$ cat src/rtl/ddr_tensor_writer.sv
`default_nettype none
// ============================================================================
// Module      : ddr_tensor_writer
// Description : Converts the compute array's result stream (N_KERNEL pixels
//               per beat) into {addr, data} beats for the DDR write bridge.
//               Walks an HWC tensor in channel-group-major order, using
//               running address accumulators and a single output register
//               with full valid/ready backpressure.
// Options     : `WRITER_STATS_EN adds stat_beats / stat_stall counters.
// Revision    : 1.0 - initial release
// ============================================================================
module ddr_tensor_writer #(
  parameter int N_KERNEL   = 4,
  parameter int B_PIXEL    = 16,
  parameter int DATA_WIDTH = 64,
  parameter int ADDR_WIDTH = 32,
  parameter int W_BITS     = 10,
  parameter int H_BITS     = 10,
  parameter int C_BITS     = 12
) (
  input  logic                             clk,
  input  logic                             rstn,
  input  logic [ADDR_WIDTH-1:0]            cfg_base_addr,
  input  logic [W_BITS-1:0]                cfg_w,
  input  logic [H_BITS-1:0]                cfg_h,
  input  logic [C_BITS-1:0]                cfg_c,
  input  logic                             cfg_start,
  output logic                             cfg_busy,
  output logic                             cfg_done,
  input  logic                             s_valid,
  input  logic [DATA_WIDTH-1:0]            s_data,
  output logic                             s_ready,
  output logic [DATA_WIDTH+ADDR_WIDTH-1:0] m_axis_tdata,
  output logic                             m_axis_tvalid,
  input  logic                             m_axis_tready,
  output logic                             m_axis_tlast
`ifdef WRITER_STATS_EN
  ,
  output logic [31:0]                      stat_beats,
  output logic [31:0]                      stat_stall
`endif
);

  localparam int c_BPB = B_PIXEL / 8;
  localparam int c_PW  = W_BITS + H_BITS;
  localparam logic [ADDR_WIDTH-1:0] c_GROUP_STEP = ADDR_WIDTH'(N_KERNEL * c_BPB);

  typedef enum logic [1:0] {
    S_IDLE  = 2'd0,
    S_RUN   = 2'd1,
    S_FLUSH = 2'd2,
    S_DONE  = 2'd3
  } state_t;

  state_t                            r_state;
  logic [ADDR_WIDTH-1:0]             r_base;
  logic [ADDR_WIDTH-1:0]             r_stride;
  logic [c_PW-1:0]                   r_p_max;
  logic [C_BITS-1:0]                 r_g_max;
  logic [c_PW-1:0]                   r_p;
  logic [C_BITS-1:0]                 r_g;
  logic [ADDR_WIDTH-1:0]             r_dxy;
  logic [ADDR_WIDTH-1:0]             r_dc;
  logic                              r_tvalid;
  logic                              r_tlast;
  logic [DATA_WIDTH+ADDR_WIDTH-1:0]  r_tdata;
  logic                              r_busy;
  logic                              r_done;

  logic                              w_s_fire;
  logic                              w_m_fire;
  logic                              w_p_end;
  logic                              w_last;
  logic                              w_zero_shape;
  logic [ADDR_WIDTH-1:0]             w_addr;
  logic [c_PW-1:0]                   w_p_total;
  logic [ADDR_WIDTH-1:0]             w_stride;
  logic [C_BITS-1:0]                 w_g_max;

  // Shape products are only evaluated while idle, so they stay out of the beat loop.
  assign w_p_total    = c_PW'(cfg_w) * c_PW'(cfg_h);
  assign w_stride     = ADDR_WIDTH'(cfg_c) * ADDR_WIDTH'(c_BPB);
  assign w_g_max      = (cfg_c - C_BITS'(1)) / C_BITS'(N_KERNEL);
  assign w_zero_shape = (cfg_w == '0) | (cfg_h == '0) | (cfg_c == '0);

  assign s_ready  = (r_state == S_RUN) & (~r_tvalid | m_axis_tready);
  assign w_s_fire = s_valid & s_ready;
  assign w_m_fire = r_tvalid & m_axis_tready;
  assign w_p_end  = (r_p == r_p_max);
  assign w_last   = w_p_end & (r_g == r_g_max);
  assign w_addr   = r_base + r_dxy + r_dc;

  assign m_axis_tdata  = r_tdata;
  assign m_axis_tvalid = r_tvalid;
  assign m_axis_tlast  = r_tlast;
  assign cfg_busy      = r_busy;
  assign cfg_done      = r_done;

  // Control FSM, address accumulators and the single output register.
  always_ff @(posedge clk) begin
    if (!rstn) begin
      r_state  <= S_IDLE;
      r_base   <= '0;
      r_stride <= '0;
      r_p_max  <= '0;
      r_g_max  <= '0;
      r_p      <= '0;
      r_g      <= '0;
      r_dxy    <= '0;
      r_dc     <= '0;
      r_tvalid <= 1'b0;
      r_tlast  <= 1'b0;
      r_tdata  <= '0;
      r_busy   <= 1'b0;
      r_done   <= 1'b0;
    end else begin
      // Load on accept; a simultaneous drain is covered by the reload.
      if (w_s_fire) begin
        r_tvalid <= 1'b1;
        r_tdata  <= {w_addr, s_data};
        r_tlast  <= w_last;
      end else if (w_m_fire) begin
        r_tvalid <= 1'b0;
        r_tlast  <= 1'b0;
      end

      case (r_state)
        S_IDLE: begin
          r_done <= 1'b0;
          if (cfg_start) begin
            r_base   <= cfg_base_addr;
            r_stride <= w_stride;
            r_p_max  <= w_p_total - c_PW'(1);
            r_g_max  <= w_g_max;
            r_p      <= '0;
            r_g      <= '0;
            r_dxy    <= '0;
            r_dc     <= '0;
            r_busy   <= 1'b1;
            if (w_zero_shape) begin
              r_state <= S_DONE;
              r_done  <= 1'b1;
            end else begin
              r_state <= S_RUN;
            end
          end
        end
        S_RUN: begin
          if (w_s_fire) begin
            if (w_p_end) begin
              r_p   <= '0;
              r_dxy <= '0;
              r_g   <= r_g + C_BITS'(1);
              r_dc  <= r_dc + c_GROUP_STEP;
            end else begin
              r_p   <= r_p + c_PW'(1);
              r_dxy <= r_dxy + r_stride;
            end
            if (w_last) r_state <= S_FLUSH;
          end
        end
        S_FLUSH: begin
          if (w_m_fire) begin
            r_state <= S_DONE;
            r_done  <= 1'b1;
          end
        end
        S_DONE: begin
          r_state <= S_IDLE;
          r_done  <= 1'b0;
          r_busy  <= 1'b0;
        end
        default: r_state <= S_IDLE;
      endcase
    end
  end

`ifdef WRITER_STATS_EN
  logic [31:0] r_stat_beats;
  logic [31:0] r_stat_stall;

  // Saturating beat and stall counters, cleared by reset or a new run.
  always_ff @(posedge clk) begin
    if (!rstn || (r_state == S_IDLE && cfg_start)) begin
      r_stat_beats <= '0;
      r_stat_stall <= '0;
    end else begin
      if (w_m_fire && (r_stat_beats != '1))
        r_stat_beats <= r_stat_beats + 32'd1;
      if (r_tvalid && !m_axis_tready && (r_stat_stall != '1))
        r_stat_stall <= r_stat_stall + 32'd1;
    end
  end

  assign stat_beats = r_stat_beats;
  assign stat_stall = r_stat_stall;
`endif

endmodule
`default_nettype wire

$ cat config.mk
export PLATFORM = sky130hd
export DESIGN_NAME = ddr_tensor_writer
export DESIGN_NICKNAME = d
export VERILOG_FILES = /design/src/rtl/ddr_tensor_writer.sv
export SDC_FILE = /design/constraint.sdc
export NUM_CORES = 1
export LEC_CHECK = 0
export ABC_CLOCK_PERIOD_IN_PS = 16800
export BUFFER_PORTS_ARGS = -buffer_cell sky130_fd_sc_hd__buf_2
export CAP_MARGIN = 5
export CORE_ASPECT_RATIO = 0.6
export CORE_UTILIZATION = 50
export DETAILED_ROUTE_END_ITERATION = 8
export PLACE_DENSITY = 0.77
export SLEW_MARGIN = 0
export SYNTH_ARGS = -nofsm -noshare
export SYNTH_HDL_FRONTEND = slang
export SYNTH_SLANG_ARGS = --single-unit
$ cat constraint.sdc
create_clock -name clk -period 16.8 [get_ports clk]
set_input_delay 4.2 -clock clk [delete_from_list [all_inputs] [get_ports clk]]
set_output_delay 4.2 -clock clk [all_outputs]
set_load 0.02 [all_outputs]
==> flow_summary.toml, run 1 <==
[run_status]
status = "finished clean"

[power_and_ir_drop]
seqPwrFrac_pct = 30.6
p_switching_w = 0.001036
share_comb_of_total_power_pct = 46.3
switching_share_pct = 41.34
p_int_w = 0.001470
p_leak_nw = 8.527
power.total_w = 0.002506
max-vdd-ir-drop_mv = 0.1024
p_clk_share_pct = 23.1
powerDensity_nw_per_um2 = 130.6

[timing]
setup_violations = 0
rsz0062_at_grt = "false"
period_needed_ns = 9.100
report.final.slew_viol_count = 0
clock_skew_ns = 0.01827
max_freq_mhz = 109.9
tightest_slew_ns = 1.111
timing.hold.ws_ns = 0.4436
min_period_over_period_pct = 54.16
fin_tns_setup_ns = 0
slew_headroom_pct = 25.63
hold_viol_final = 0

[synth]
synthDistinctLibCells = 78
ys_top_cells_by_count = "nand2_1 (397), dfxtp_1 (268), a21oi_1 (207)"
ys_ff_latch = 268
netlist_instances = 2038
synth_top_family_by_area = "simple AND/OR/NAND/NOR gates"
synthesis.nets = 2380
yosysWarningCount = 0
ys.flop_type = "dfxtp_1"
synth_compound_area_share_pct = 13.66
yosys-top-cells-area = "dfxtp_1 (31%), fa_1 (12%), nand2_1 (8.7%)"
synth_top_area_cell = "dfxtp_1"
synth_area_sq_um = 17040
synth_edf_count = 0
synth_mux_area_share_pct = 0.4332
synth_fa_ha_area_share_pct = 19.75
synth_top_cell_area_share_pct = 31.48
avgSynthCellArea_sq_um = 8.362
yosys.area_share.simple_pct = 21.61
synth_xor_area_share_pct = 7.811
seq_area_frac_synth_pct = 31.48
ys_async_sr_fraction_pct = 0
post-synth-top-count-cell = "nand2_1"

[floorplanning]
die_w_microns = 240.3
dieArea_sq_um = 34850
io_pins = 234
row_count = 51
die_y_microns = 145.0
core-area_sq_um = 32990
start_util_pct = 51.66

[layout]
drive_gt1_share_pct = 14.69
postLayoutCoreUtil_pct = 58.15
multiInputGateArea_sq_um = 10800
finalNetCount = 2539
fill_cells = 2955
area_growth_pct = 12.56
register_area_sq_um = 5365

[detailed_routing]
avgRoutedWirePerCell_microns = 16.94
totalWireLength_mm = 45.14
drc = 0
num_vias = 14640
drt_iter0_markers = 1168
post_drt_via_cell_ratio = 5.493
first_pass_iters = 5
ant_nets = 0

[grt]
grt_use_total_pct = 25.95
gr-total-overflow = 0
grt_max_degree = 82
grt_first_pass_wirelength_mm = 73.56
grt_pass1_vias = 14140
grt_antenna_before_repair = 4

[critical_path]
r2r-end = "m_axis_tdata[95]$_SDFFE_PN0P_"
path_common_cell = "buf_2"
crit_slowest_cell = "nand2b_1"
start_kind = "input pin"
critPathMaxFanout = 4
ff2ff_path_depth = 10
r2r-start = "r_dc[3]$_SDFFE_PN0P_"
crit_chain = "buf_2 > nand2b_1 > and2_1 > buf_2"
rrSetupSlack_ns = 13.12
crit_family = "simple AND/OR/NAND/NOR gates"
critPathArrivalTime_ns = 4.90
critPathKind = "in2out"
cp_slowest_stage_delay_ns = 0.22
required_ns = 12.60
worst-path-stages = 4
critPathBufInv = 2
setup.worst_path.end_class = "output port"

[run]
cap_violations = 0

[worst_hold_path]
min_from = "m_axis_tdata[91]$_SDFFE_PN0P_"
hold_end = "m_axis_tdata[91]$_SDFFE_PN0P_"
worstHoldPathType = "reg2reg"
hold_depth = 2

[clock_tree]
insertion_delay_ns = 0.55
cts_buffer_depth = 3
root_buffer = "clkbuf_16"
path_clk_slew_ns = 0.06
cts_buffers = 24
ctsHoldBuffers = 0
cts_max_level = 1
cts_setup_buffers = 0
cts_tree = "done"
cts.sinks = 268
ctsResizeCount = 0

[placed_design]
globalplace.congestion = 0.9320
dp_hpwl_mm = 34.51
portBuffers = 233
[through the flow]
| stage | cells | instance area [sq um] | setup WS, ns |
|---|---|---|---|
| 4_1_cts | 2662 | 19180 | 7.707 |
| 3_5_place_dp | 2621 | 18380 | 7.493 |
| 2_1_floorplan | 2038 | 17040 | 7.782 |
| 6_report | 2665 | 19180 | 7.700 |
| 3_3_place_gp | 2621 | 18380 | 7.583 |
| 5_1_grt | 2665 | 19180 | 7.685 |
[layer usage]
metal | vias up | global-route usage, % | routed length [microns]
li1 | 7103 | - | -
met1 | 7029 | 39.52 | 22260
met2 | 434 | 37.75 | 19120
met3 | 72 | 4.966 | 2885
met4 | 2 | 5.255 | 859
met5 | - | 0 | 15
[layout make-up]
class | instances | area share, %
Multi-Input combinational cell | 1547 | 56.27
Sequential cell | 268 | 27.97
Timing Repair Buffer | 239 | 6.314
Clock buffer | 33 | 3.359
Tap cell | 450 | 2.935
Inverter | 117 | 2.302
Clock inverter | 8 | 0.8088
Antenna cell | 3 | 0.03913
[registers in the layout, summed over array words and instances (netlist names), 2 cells and up]
register and count:
r_g 12, r_dxy 31, r_p 20, r_base 32, r_p_max 20, r_state 2, m_axis_tdata 96, r_stride 12
r_dc 29, r_g_max 10
[placed cells by master (no fill, tap or decap), drive strengths merged, types with 5 or more instances in the layout]
| master | instances |
|---|---|
| nand2 | 401 |
| dfxtp | 268 |
| buf | 239 |
| a21oi | 207 |
| nor2 | 133 |
| inv | 117 |
| ha | 109 |
| fa | 100 |
| o21ai | 82 |
| xor2 | 81 |
| xnor2 | 71 |
| and2 | 51 |
| nand3 | 49 |
| clkbuf | 33 |
| nand4 | 28 |
| a21o | 26 |
| nor3 | 26 |
| o21a | 15 |
| and3 | 15 |
| nor4 | 14 |
| nor2b | 13 |
| or3 | 12 |
| nand2b | 11 |
| a22oi | 11 |
| a211oi | 10 |
| and4 | 9 |
| a31oi | 7 |
| nor3b | 7 |
| o31ai | 6 |
| o21bai | 6 |
| or4 | 5 |
[worst register-to-register path, stage by stage (launching register included)]
cell,delay (ns)
dfxtp_1,0.46
fa_1,0.47
ha_1,0.36
nor2b_1,0.17
o31a_1,0.32
o31ai_1,0.63
a211oi_2,0.22
o31ai_2,0.45
a21boi_1,0.15
xnor2_1,0.22
a21oi_1,0.10
[cell families after synthesis]
family / count (synthesis)
adder cells (fa/ha/maj): 209
flip-flops: 268
AO/OA/AOI/OAI: 397
multiplexers: 7
other: 1
XOR/XNOR: 152
buffers and inverters: 223
AND/OR/NAND/NOR: 781
[power by group through the flow]
stage / combinational, W / sequential (W) / clock [W]
CTS: 0.00116 / 0.000765 / 0.000587
finish: 0.00116 / 0.000766 / 0.000578
global route: 0.00131 / 0.000775 / 0.000616
detailed placement: 0.00114 / 0.000778 / 0
floorplan: 0.000837 / 0.000800 / 0
global placement: 0.00111 / 0.000775 / 0
[worst max path at each step]
stage / from / slack, ns / end
floorplan: cfg_h[4] / 7.78 / r_p_max[18]$_SDFFE_PN0P_
global placement: cfg_w[3] / 7.58 / r_p_max[17]$_SDFFE_PN0P_
detailed placement: cfg_w[4] / 7.49 / r_p_max[18]$_SDFFE_PN0P_
CTS: m_axis_tready / 7.71 / s_ready
global route: m_axis_tready / 7.68 / s_ready
finish: m_axis_tready / 7.70 / s_ready
No activity file was read; power rests on OpenSTA's default activity.
==> run 2, diff against run 1 <==
Settings changed: ABC_AREA set to 1, ABC_CLOCK_PERIOD_IN_PS 16800 to 7950, PLACE_DENSITY 0.77 to 0.79.
Clock period 16.8 ns to 7.95 ns, I/O delays scaled along.
==> flow_summary.toml, run 2 <==
[synth]
ys_top_cells_by_count = "nand2_1 (777), inv_1 (376), nor2_1 (323)"
synth_area_sq_um = 18980
post-synth-top-count-cell = "nand2_1"
ys_ff_latch = 268
synth_top_area_cell = "dfxtp_1"
ys.flop_type = "dfxtp_1"
yosysWarningCount = 0
synth_edf_count = 0
synthDistinctLibCells = 44
yosys-top-cells-area = "dfxtp_1 (28%), nand2_1 (15%), fa_1 (11%)"
avgSynthCellArea_sq_um = 6.769
synth_top_cell_area_share_pct = 28.27
ys_async_sr_fraction_pct = 0
synthesis.nets = 3146
seq_area_frac_synth_pct = 28.27
netlist_instances = 2804

[floorplanning]
start_util_pct = 51.54
core-area_sq_um = 36820
die_y_microns = 152.9
dieArea_sq_um = 38770
io_pins = 234
row_count = 54
die_w_microns = 253.5

[critical_path]
critPathKind = "in2reg"
ff2ff_path_depth = 16
critPathBufInv = 4
start_kind = "input pin"
required_ns = 8.45
setup.worst_path.end_class = "flop"
r2r-end = "r_p[9]$_SDFFE_PN0P_"
rrSetupSlack_ns = 3.48
crit_chain = "buf_2 > nand2_1 > fa_1 > fa_1 > inv_1 > fa_1 > fa_1 > inv_1 > fa_1 > inv_1 > ha_1 > a21oi_1 > nor2_1 > nor2_1 > nand3_1 > a21boi_0 > nand2_1 > nand2_1 > nor2_1 > nor2_1"
path_common_cell = "fa_1"
crit_family = "adder cells"
crit_slowest_cell = "fa_1"
r2r-start = "r_state[1]$_SDFFE_PN0P_"
critPathArrivalTime_ns = 6.65
cp_slowest_stage_delay_ns = 0.54
critPathMaxFanout = 11

[grt]
grt_antenna_before_repair = 3
top_usage_layer = "met1"
grt_max_degree = 89
use_met3_pct = 8.038
grtUsageMet1_pct = 50.23
grt_use_total_pct = 31.70
grt_pass1_vias = 17490
grt_use_met2_pct = 42.62
gr-total-overflow = 0
grt_first_pass_wirelength_mm = 96.33

[worst_hold_path]
min_from = "m_axis_tdata[21]$_SDFFE_PN0P_"
hold_depth = 2
worstHoldPathType = "reg2reg"
hold_end = "m_axis_tdata[21]$_SDFFE_PN0P_"

[detailed_routing]
avgRoutedWirePerCell_microns = 17.65
totalWireLength_mm = 61.71
drt_iter0_markers = 2104
post_drt_via_cell_ratio = 5.430
num_vias = 18980
drc = 0
ant_nets = 0
first_pass_iters = 7

[timing]
min_period_over_period_pct = 77.35
slew_headroom_pct = 28.30
clock_skew_ns = 0.03002
hold_viol_final = 0
report.final.slew_viol_count = 0
period_needed_ns = 6.149
setup_ws_ns = 1.801
tightest_slew_ns = 1.074
rsz0062_at_grt = "false"
setup_violations = 0
max_freq_mhz = 162.6
fin_tns_setup_ns = 0

[clock_tree]
ctsHoldBuffers = 0
ctsResizeCount = 0
path_clk_slew_ns = 0.07
cts.sinks = 268
cts_max_level = 1
insertion_delay_ns = 0.58
cts_buffers = 27
cts_buffer_depth = 3
cts_setup_buffers = 0
root_buffer = "clkbuf_16"
cts_tree = "done"

[layout]
layout_commonest_cell = "nand2_1"
largest_reg_flops = 96
finalNetCount = 3314
fin_cells = 3496
drive_gt1_share_pct = 10.47
final_cell_mix = "nand2_1 (776), inv_1 (376), nor2_1 (323)"
area_growth_pct = 12.24

[run]
cap_violations = 0

[placed_design]
portBuffers = 233
globalplace.congestion = 0.9808
pre_cts_ws_ns = 1.292
dp_hpwl_mm = 48.37
dp.cells = 3447

[power_and_ir_drop]
p_leak_nw = 10.18
power.total_w = 0.006093
max-vdd-ir-drop_mv = 0.2146
powerDensity_nw_per_um2 = 286.0

[run_status]
status = "finished clean"
==> run 2: worst max-delay path by stage <==
stage / start / endpoint / slack (ns) / depth (start not counted)
floorplan: cfg_h[4] / r_p_max[15]$_SDFFE_PN0P_ / 1.66 / 19
global placement: cfg_w[4] / r_p_max[15]$_SDFFE_PN0P_ / 1.31 / 20
global route: cfg_h[4] / r_p_max[17]$_SDFFE_PN0P_ / 1.49 / 20
finish: cfg_w[4] / r_p_max[15]$_SDFFE_PN0P_ / 1.80 / 20
detailed placement: cfg_w[6] / r_p_max[15]$_SDFFE_PN0P_ / 1.29 / 20
CTS: cfg_w[4] / r_p_max[15]$_SDFFE_PN0P_ / 1.89 / 20
==> run 2: worst reg2reg max path, stage by stage, from the launching register on <==
cell and delay, ns:
dfxtp_1 0.34, inv_1 0.15, ha_1 0.17, buf_4 0.28
nand3_4 0.70, o21ai_1 0.38, nand2_2 0.06, buf_4 0.27
inv_2 0.54, buf_4 0.53, nand2_2 0.19, nor2_1 0.27
inv_1 0.13, nor2_1 0.18, nand2_1 0.08, nand2_1 0.07
nor2_1 0.04
==> run 2: kinds of logic (layout without fill, tap and decap cells) <==
kind of cell,after synthesis,after routing,share of synthesized area (%)
compound gates,397,397,11.13
flops,268,268,28.27
buf+inv,488,674,9.856
fa+ha+maj,209,209,17.73
simple gates,1367,1367,29.57
xor+xnor,74,74,3.415
other cells,1,3,0.01976
==> run 2: metrics by stage <==
step / hold WS, ns / util [%] / cell area (sq um)
final: 0.4639 / 57.85 / 21300
after global routing: 0.4787 / 57.85 / 21300
after floorplan: 0.4414 / - / 18980
after detailed placement: 0.4534 / 55.51 / 20440
after CTS: 0.4633 / 57.84 / 21300
after global placement: 0.4488 / 55.51 / 20440
==> run 2: where the power goes <==
part	total, W	switching, W	leakage [nW]	internal [W]
combinational	0.00311	0.00212	7.58	0.000990
clock	0.00129	0.000582	0.417	0.000704
sequential	0.00170	0.000155	2.18	0.00155
==> run 2: metal layers <==
metal  part of all wire [%]  wire length [microns]
met2                     38                  23680
met5                  0.018                     11
met4                    1.6                    976
met3                     12                   7683
met1                     48                  29360
==> run 2: final cells by class <==
class	instances	area, sq um
tap	504	630.6
multi-input combinational	2048	11750
clock buffer	36	759.5
antenna	2	5.005
sequential	268	5365
fill	3519	15520
timing repair buffer	244	1249
inverter	383	1441
clock inverter	11	98.84
